`config.mk`:
```
export PLATFORM = sky130hd
export DESIGN_NAME = noc_flit_buffer_flat
export DESIGN_NICKNAME = d
export VERILOG_FILES = /design/src/rtl/noc_flit_buffer_if.sv /design/src/rtl/noc_flit_buffer.sv /design/src/flat_wrapper.sv
export SDC_FILE = /design/constraint.sdc
export NUM_CORES = 1
export LEC_CHECK = 0
export ABC_AREA = 0
export CAP_MARGIN = 20
export CORE_ASPECT_RATIO = 2
export CORE_MARGIN = 4
export CORE_UTILIZATION = 45
export CTS_CLUSTER_SIZE = 16
export DETAILED_ROUTE_END_ITERATION = 12
export GPL_TIMING_DRIVEN = 1
export SLEW_MARGIN = 20
export SYNTH_ARGS = -nofsm -noshare
export SYNTH_HDL_FRONTEND = slang
export SYNTH_SLANG_ARGS = --single-unit
```
`constraint.sdc`:
```
create_clock -name clk -period 4.67 [get_ports clk]
set_input_delay 0.7005 -clock clk [delete_from_list [all_inputs] [get_ports clk]]
set_output_delay 0.7005 -clock clk [all_outputs]
set_load 0.05 [all_outputs]
```
`src/rtl/noc_flit_buffer_if.sv`:
```
// noc_flit_buffer_if: router/demux handshake bundle for the flit buffer; error flags exist only with NOC_FLIT_BUFFER_ERR_EN
interface noc_flit_buffer_if #(
    parameter int WIDTH = 4,
    parameter int DEPTH = 8
);
    logic [WIDTH-1:0]             i_flit_in;
    logic                         i_valid_in;
    logic [WIDTH-1:0]             o_data_out;
    logic                         o_empty_out;
    logic                         i_read_en;
    logic                         o_credit_out;
    logic [$clog2(DEPTH+1)-1:0]   o_count;
`ifdef NOC_FLIT_BUFFER_ERR_EN
    logic                         o_overflow;
    logic                         o_underflow;
`endif

    modport slave (
        input  i_flit_in, i_valid_in, i_read_en,
        output o_data_out, o_empty_out, o_credit_out, o_count
`ifdef NOC_FLIT_BUFFER_ERR_EN
        , output o_overflow, o_underflow
`endif
    );

    modport master (
        output i_flit_in, i_valid_in, i_read_en,
        input  o_data_out, o_empty_out, o_credit_out, o_count
`ifdef NOC_FLIT_BUFFER_ERR_EN
        , input o_overflow, o_underflow
`endif
    );
endinterface

```
`src/rtl/noc_flit_buffer.sv`:
```
// noc_flit_buffer: credit-managed show-ahead flit FIFO; sticky error flags enabled by NOC_FLIT_BUFFER_ERR_EN
module noc_flit_buffer #(
    parameter int WIDTH = 4,
    parameter int DEPTH = 8
) (
    input logic              clk,
    input logic              rst,
    noc_flit_buffer_if.slave bus
);
    localparam int AW = $clog2(DEPTH);
    localparam int CW = $clog2(DEPTH + 1);

    logic [WIDTH-1:0] mem [DEPTH];
    logic [AW-1:0]    rd_ptr, wr_ptr;
    logic [CW-1:0]    count, count_next;
    logic             empty, credit, pop, push;

    // a full buffer still accepts a flit when the head leaves in the same cycle
    always_comb begin
        pop        = bus.i_read_en & (count != '0);
        push       = bus.i_valid_in & ((count != CW'(DEPTH)) | pop);
        count_next = count + CW'(push) - CW'(pop);
    end

    // storage is cleared on reset so the head output reads zero until the first flit lands
    always_ff @(posedge clk) begin
        if (rst) begin
            for (int i = 0; i < DEPTH; i++) mem[i] <= '0;
            rd_ptr <= '0;
            wr_ptr <= '0;
            count  <= '0;
            empty  <= 1'b1;
            credit <= 1'b0;
        end else begin
            if (push) begin
                mem[wr_ptr] <= bus.i_flit_in;
                wr_ptr      <= wr_ptr + 1'b1;
            end
            if (pop) rd_ptr <= rd_ptr + 1'b1;
            count  <= count_next;
            empty  <= (count_next == '0);
            credit <= pop;
        end
    end

`ifdef NOC_FLIT_BUFFER_ERR_EN
    logic overflow, underflow;

    // sticky flags: dropped push and read of an empty buffer
    always_ff @(posedge clk) begin
        if (rst) begin
            overflow  <= 1'b0;
            underflow <= 1'b0;
        end else begin
            if (bus.i_valid_in & ~push) overflow <= 1'b1;
            if (bus.i_read_en & (count == '0)) underflow <= 1'b1;
        end
    end

    assign bus.o_overflow  = overflow;
    assign bus.o_underflow = underflow;
`endif

    assign bus.o_data_out   = mem[rd_ptr];
    assign bus.o_empty_out  = empty;
    assign bus.o_count      = count;
    assign bus.o_credit_out = credit;
endmodule

```
`src/flat_wrapper.sv`:
```
// flat-port wrapper written by rule: the top's interface ports become plain ports
module noc_flit_buffer_flat 
#(
    parameter int WIDTH = 4,
    parameter int DEPTH = 8
)
  (clk, rst, bus_i_flit_in, bus_i_valid_in, bus_i_read_en, bus_o_data_out, bus_o_empty_out, bus_o_credit_out, bus_o_count);
  noc_flit_buffer_if #(.WIDTH(WIDTH), .DEPTH(DEPTH)) bus_i ();
  input logic clk;
  input logic rst;
  input wire logic [$bits(bus_i.i_flit_in)-1:0] bus_i_flit_in;
  input wire logic [$bits(bus_i.i_valid_in)-1:0] bus_i_valid_in;
  input wire logic [$bits(bus_i.i_read_en)-1:0] bus_i_read_en;
  output wire logic [$bits(bus_i.o_data_out)-1:0] bus_o_data_out;
  output wire logic [$bits(bus_i.o_empty_out)-1:0] bus_o_empty_out;
  output wire logic [$bits(bus_i.o_credit_out)-1:0] bus_o_credit_out;
  output wire logic [$bits(bus_i.o_count)-1:0] bus_o_count;
  assign bus_i.i_flit_in = bus_i_flit_in;
  assign bus_i.i_valid_in = bus_i_valid_in;
  assign bus_i.i_read_en = bus_i_read_en;
  assign bus_o_data_out = bus_i.o_data_out;
  assign bus_o_empty_out = bus_i.o_empty_out;
  assign bus_o_credit_out = bus_i.o_credit_out;
  assign bus_o_count = bus_i.o_count;
  noc_flit_buffer #(.WIDTH(WIDTH), .DEPTH(DEPTH)) u_core (.clk(clk), .rst(rst), .bus(bus_i));
endmodule
```
==> Word level (Yosys, flattened, before mapping) <==
Memory sizes are Yosys's and may differ from the RTL's. A register that Yosys moved wholly into a read port is not among the register bits.
Index checks and enable logic that the tools add are counted.
{ "op_classes": {"shift": 0, "n_eq_ne": 1, "multipliers": 0, "bitwise_logic": 3, "addsub": 4, "order_cmp": 0, "n_reduce_logical": 3, "n_div": 0, "mux": 10} }
{ "op_table": {"columns": ["op", "count"], "rows": [
  ["2-to-1 mux 3 bit", 3],
  ["adder 3 x 1 -> 3 bit, second input constant", 2],
  ["2-to-1 mux 1 bit", 6],
  ["adder 4 x 1 -> 4 bit", 1],
  ["logical NOT 4 bit", 1],
  ["2-to-1 mux 4 bit", 1],
  ["inequality test 4 bit, second input constant", 1],
  ["nonzero test 4 bit", 1],
  ["OR reduction 4 bit", 1],
  ["subtractor 4 x 1 -> 4 bit", 1],
  ["bitwise AND 1 bit", 2],
  ["bitwise OR 1 bit", 1]
]} }
{ "word_totals": {"latchBits": 0, "ramBits": 32, "regBits": 12, "wordCells": 27, "romBits": 0, "input_bits": 8, "output_inout_bits": 10, "memories": 1} }
{ "memory_table": {"columns": ["name", "words", "word_bits", "read_ports", "rd_ports_with_merged_regs", "write_ports", "line", "source"], "rows": [
  ["u_core.mem", 8, 4, 1, 1, 8, "noc_flit_buffer.sv:13", "logic [WIDTH-1:0] mem [DEPTH];"]
]} }

==> Longest topological paths before layout <==
{ "depth": {"word_depth": 9, "mapped_depth": 11, "mapped_depth_nobuf": 11} }

==> Least setup slack after synthesis <==
Ideal clock, no wire load.
{ "synth_path": {"path_kind": "register -> register", "startpoint": "reg u_core.count[3] (netlist: u_core.bus.o_count[3])", "endpoint": "reg u_core.empty (netlist: u_core.bus.o_empty_out)", "slack_ns": 1.898, "synth_period_minus_slack_ns": 2.772, "n_path_buf": 2, "path_stages_with_launch": 11, "required_ns": 4.554, "t_arrival_ns": 2.655, "setup_ns": 0.116, "path_cell_list": "dfxtp_1 > ha_1 > or3b_1 > clkbuf_2 > o21a_1 > buf_6 > ha_1 > inv_1 > fa_1 > nor2b_1 > a41o_1"} }
{ "synth_between": {"elab_chain_len": 7, "word_cells_on_any_way": 8, "cone_classes": "2 x add/sub; 1 x eq/ne; 3 x bitwise; 2 x reduce/logical"} }
{ "synth_lines": {"columns": ["element", "line", "source"], "rows": [
  ["from (decl)", "noc_flit_buffer.sv:15", "logic [CW-1:0] count, count_next;"],
  ["from (signal assigned)", "noc_flit_buffer.sv:40", "count <= count_next;"],
  ["nonzero test 4 bit", "noc_flit_buffer.sv:20", "pop = bus.i_read_en & (count != '0);"],
  ["bitwise AND 1 bit", "noc_flit_buffer.sv:20", null],
  ["bitwise OR 1 bit", "noc_flit_buffer.sv:21", "push = bus.i_valid_in & ((count != CW'(DEPTH)) | pop);"],
  ["bitwise AND 1 bit", "noc_flit_buffer.sv:21", null],
  ["adder 4 x 1 -> 4 bit", "noc_flit_buffer.sv:22", "count_next = count + CW'(push) - CW'(pop);"],
  ["subtractor 4 x 1 -> 4 bit *", "noc_flit_buffer.sv:22", null],
  ["logical NOT 4 bit *", "noc_flit_buffer.sv:41", "empty <= (count_next == '0);"],
  ["to (signal assigned)", "noc_flit_buffer.sv:41", null],
  ["to (decl)", "noc_flit_buffer.sv:16", "logic empty, credit, pop, push;"]
]} }
Mark *: on every way between the ends. The rest lies on a longest branch, timed or not.
A chain may end at the register's enable or synchronous reset.

==> results list <==
* Minimum clock period: 3.213 ns
- Worst Path Class, Setup: reg -> out
- For this block, the initial DRC count from the detailed router was 54.
* Setup repair after global routing missed its margin: false
- The initialized floorplan defines 36 standard-cell rows.
- Routed WL: 4566 um
- Routed len/inst: 17.84 um
* Category of the worst setup path launch point: register
* Count of nets left with antenna violations after detail routing: 0
- When the netlist entered floorplanning its net count stood at 200.
* Number of setup buffers added after CTS: 0
- Total routing resource utilization after global routing: 0.1613
- Slew headroom: 0.3897
* Maximum number of pins on one net before global-route repair: 28
- Post-synthesis instance area: 0.002226 sq mm
- The worst setup path is captured at an output pin.
- For this configuration, the core starts out at a cell density of 0.4618.
- The endpoint identified for the worst register-to-register timing path is u_core.bus.o_empty_out.
* Half-perimeter wire length of the detailed placement result: 3693 um
* Worst Max-Slew Pin Slew: ~0.91 ns
- The share of the Yosys chip area taken by registers is 0.5666.
- Clk Tree Root Cell: sky130_fd_sc_hd__clkbuf_8
* Hold_buf cts: 0
- Static timing analysis puts the maximum clock frequency at 311.3 MHz.
* Type of the worst min-delay path: reg -> reg
- Depth of the CTS H-tree: 2
- The final layout contains 215 nets.
- Hold violation total from the final report: 0
* Total grt overflow: 0
* R2R depth: 11
* Pwr/cell area: 532.6 mW/mm^2
- The later pin in the worst-skew pair is clocked with a latency of roughly 0.3 ns.
* Worst ir drop on vdd: 0.3686 mV
* Number of endpoints failing setup at the final stage: 0
- Die span in x: 57.73 um
- A synthesized cell averages 12.16 sq um.
- Number of library cell types mapped by synthesis: 34
- For this run, design rule violations remaining after detail routing come to 0.
- CTS buffer count: 5
- The first global-routing pass estimated 7348 um of wire.
- Die Ht: 107.5 um
* Total iterations of the first detailed-routing run: 4
* Clock Sink Count: 47
* Detail-routed via count per cell: 5.699
- Status: finished, final reports clean
- The number of antenna violations at the first check in global routing came to 0.
* Total of flip-flops plus latches after synthesis: 47
- Worst reg2reg setup slack: 1.90 ns
- For the final routed database, the setup TNS stands at 0 ns.
* CP max FO: 8
* Placeable core area: about 0.0048 sq mm
- Startpoint of the worst-slack reg-to-reg timing path: u_core.bus.o_count[2]
- After technology mapping, the gate count stands at 183.
- Clock-pin slew was measured on the worst setup and hold paths at 0.08 ns.
* Arr. time, crit path: 2.51 ns
- Worst Skew: 0.008140 ns
- Number of maximum-capacitance constraint violations: 0
* Period utilization: 0.6880
- The number of gates resized after CTS was 0.
- The number of slew-limit violations in the final report was 0.
- In the final layout, the share of cells above drive strength 1 is 0.1407.
- Total power after layout: 1.348 mW
- Vias in the first global route: 1550
- Boundary pin count: 18
* Via total after detailed routing: 1459
* Worst setup path end: bus_o_data_out[3]
- TritonCTS clock tree: yes
- Static power due to leakage: 0.9218 nW
- GPL Wtd Cong: 0.7650
* Die Outline Area: 0.006204 sq mm
* Worst path required time: 3.97 ns
- Number of warning messages in the yosys log: 0
* Port bufs: 17
* Buffer depth of the longest clock path: 2
- Relative to the synthesized area, the layout overhead comes to 13.66%.
- The number of antenna diodes in the final layout is 0.
- WHS: 0.5372 ns
## critical path, cell delays in order, from the launching register on
cell,delay (ns)
sky130_fd_sc_hd__dfxtp_1,0.65
sky130_fd_sc_hd__mux4_2,0.59
sky130_fd_sc_hd__mux2_2,0.28
sky130_fd_sc_hd__clkdlybuf4s50_1,0.70
## placed cells by master, fill, tap and decap left out, types with 2 or more instances in the layout
master                            count
sky130_fd_sc_hd__nand2_1              6
sky130_fd_sc_hd__nor2b_1              8
sky130_fd_sc_hd__o211ai_1             4
sky130_fd_sc_hd__inv_1               11
sky130_fd_sc_hd__mux2_2               5
sky130_fd_sc_hd__a31o_2               7
sky130_fd_sc_hd__ha_1                 8
sky130_fd_sc_hd__mux4_2               8
sky130_fd_sc_hd__a21oi_1              4
sky130_fd_sc_hd__a41o_1               3
sky130_fd_sc_hd__edfxtp_1            32
sky130_fd_sc_hd__o21ai_0              4
sky130_fd_sc_hd__nor2_1              39
sky130_fd_sc_hd__dfxtp_1             15
sky130_fd_sc_hd__clkdlybuf4s50_1     17
sky130_fd_sc_hd__nand3_1              4
sky130_fd_sc_hd__clkbuf_1             2
sky130_fd_sc_hd__or3_1                2
sky130_fd_sc_hd__clkbuf_8             5
## per-layer routing
| layer | part of all wire | track usage | up-vias |
|---|---|---|---|
| met4 | 0.027 | 0.07297 | 0 |
| li1 | - | - | 694 |
| met1 | 0.33 | 0.1430 | 712 |
| met2 | 0.62 | 0.3301 | 41 |
| met5 | 0 | 0 | - |
| met3 | 0.027 | 0.02281 | 12 |
## synthesized netlist by cell type
library cell,count,area [sq um]
sky130_fd_sc_hd__and3_1,1,6.260
sky130_fd_sc_hd__a31o_2,7,61.31
sky130_fd_sc_hd__xor2_1,1,8.760
sky130_fd_sc_hd__a41o_1,3,30.03
sky130_fd_sc_hd__buf_2,1,5.000
sky130_fd_sc_hd__nor4bb_1,1,10.01
sky130_fd_sc_hd__nor3b_1,1,7.510
sky130_fd_sc_hd__mux2_2,5,56.30
sky130_fd_sc_hd__clkbuf_2,1,5.000
sky130_fd_sc_hd__a21oi_1,4,20.02
sky130_fd_sc_hd__fa_1,1,20.02
sky130_fd_sc_hd__nor2b_1,8,50.05
sky130_fd_sc_hd__nor2_1,39,146.4
sky130_fd_sc_hd__ha_1,8,100.1
sky130_fd_sc_hd__dfxtp_1,15,300.3
sky130_fd_sc_hd__nor3_1,1,5.000
sky130_fd_sc_hd__nand3_1,4,20.02
sky130_fd_sc_hd__mux2_4,1,15.01
sky130_fd_sc_hd__a311oi_1,1,8.760
sky130_fd_sc_hd__or3b_2,1,8.760
sky130_fd_sc_hd__clkbuf_1,6,22.52
sky130_fd_sc_hd__buf_6,1,11.26
sky130_fd_sc_hd__o211ai_1,4,30.03
sky130_fd_sc_hd__or4_1,1,7.510
sky130_fd_sc_hd__o21ai_0,4,20.02
sky130_fd_sc_hd__a21o_1,1,7.510
sky130_fd_sc_hd__or3b_1,1,8.760
sky130_fd_sc_hd__edfxtp_1,32,960.9
sky130_fd_sc_hd__inv_1,11,41.29
sky130_fd_sc_hd__nand2_1,6,22.52
sky130_fd_sc_hd__o21a_1,1,7.510
sky130_fd_sc_hd__a211o_1,1,8.760
sky130_fd_sc_hd__or3_1,2,12.51
sky130_fd_sc_hd__mux4_2,8,180.2
## worst min path at each step
stage / from / endpoint / slack [ns] / depth (start not counted)
2_1_floorplan: u_core.rd_ptr[1] / register / 0.47 / 2
3_3_place_gp: u_core.rd_ptr[1] / u_core.rd_ptr[1] / 0.49 / 2
3_5_place_dp: u_core.rd_ptr[1] / u_core.rd_ptr[1] / 0.53 / 2
4_1_cts: u_core.rd_ptr[1] / u_core.rd_ptr[1] / 0.54 / 2
5_1_grt: u_core.rd_ptr[1] / register / 0.59 / 2
6_report: u_core.rd_ptr[1] / u_core.rd_ptr[1] / 0.54 / 2
## final cells by class
class	count	area, sq um
tap	57	71.32
timing repair buffer	17	170.2
clock inverter	1	30.03
clock buffer	7	76.32
sequential	47	1261
fill	423	2290
multi-input combinational	116	879.6
inverter	11	41.29
## report_power, final
part	internal, mW	total [mW]	switching [mW]
Combinational	0.209	0.509	0.301
Sequential	0.500	0.551	0.0512
Clock	0.160	0.287	0.127
## state kept, by name, indices dropped and copies added, names as in the netlist, named ones only
register                 count
u_core.mem                  32
u_core.bus.o_empty_out       1
u_core.bus.o_count           4
u_core.bus.o_credit_out      1
u_core.rd_ptr                3
u_core.wr_ptr                3
## logic make-up (layout without fill, tap and decap cells)
family                   after synthesis  after routing  synth area share
XOR/XNOR                               1              1          0.003936
adder cells (fa/ha/maj)                9              9           0.05397
AO/OA/AOI/OAI                         26             26           0.08713
multiplexers                          14             14            0.1130
buffers and inverters                 20             36           0.03822
AND/OR/NAND/NOR                       66             66            0.1372
flip-flops                            47             47            0.5666
## metrics by stage
step / area (sq um) / utilization / instances / setup slack, ns
after floorplan: 2226 / - / 183 / 1.898
after global placement: 2424 / 0.5029 / 248 / 1.385
after detailed placement: 2424 / 0.5029 / 248 / 1.296
after CTS: 2530 / 0.5249 / 256 / 1.417
after global routing: 2530 / 0.5249 / 256 / 1.336
final: 2530 / 0.5249 / 256 / 1.457
Power figures use the tool's default switching activity.
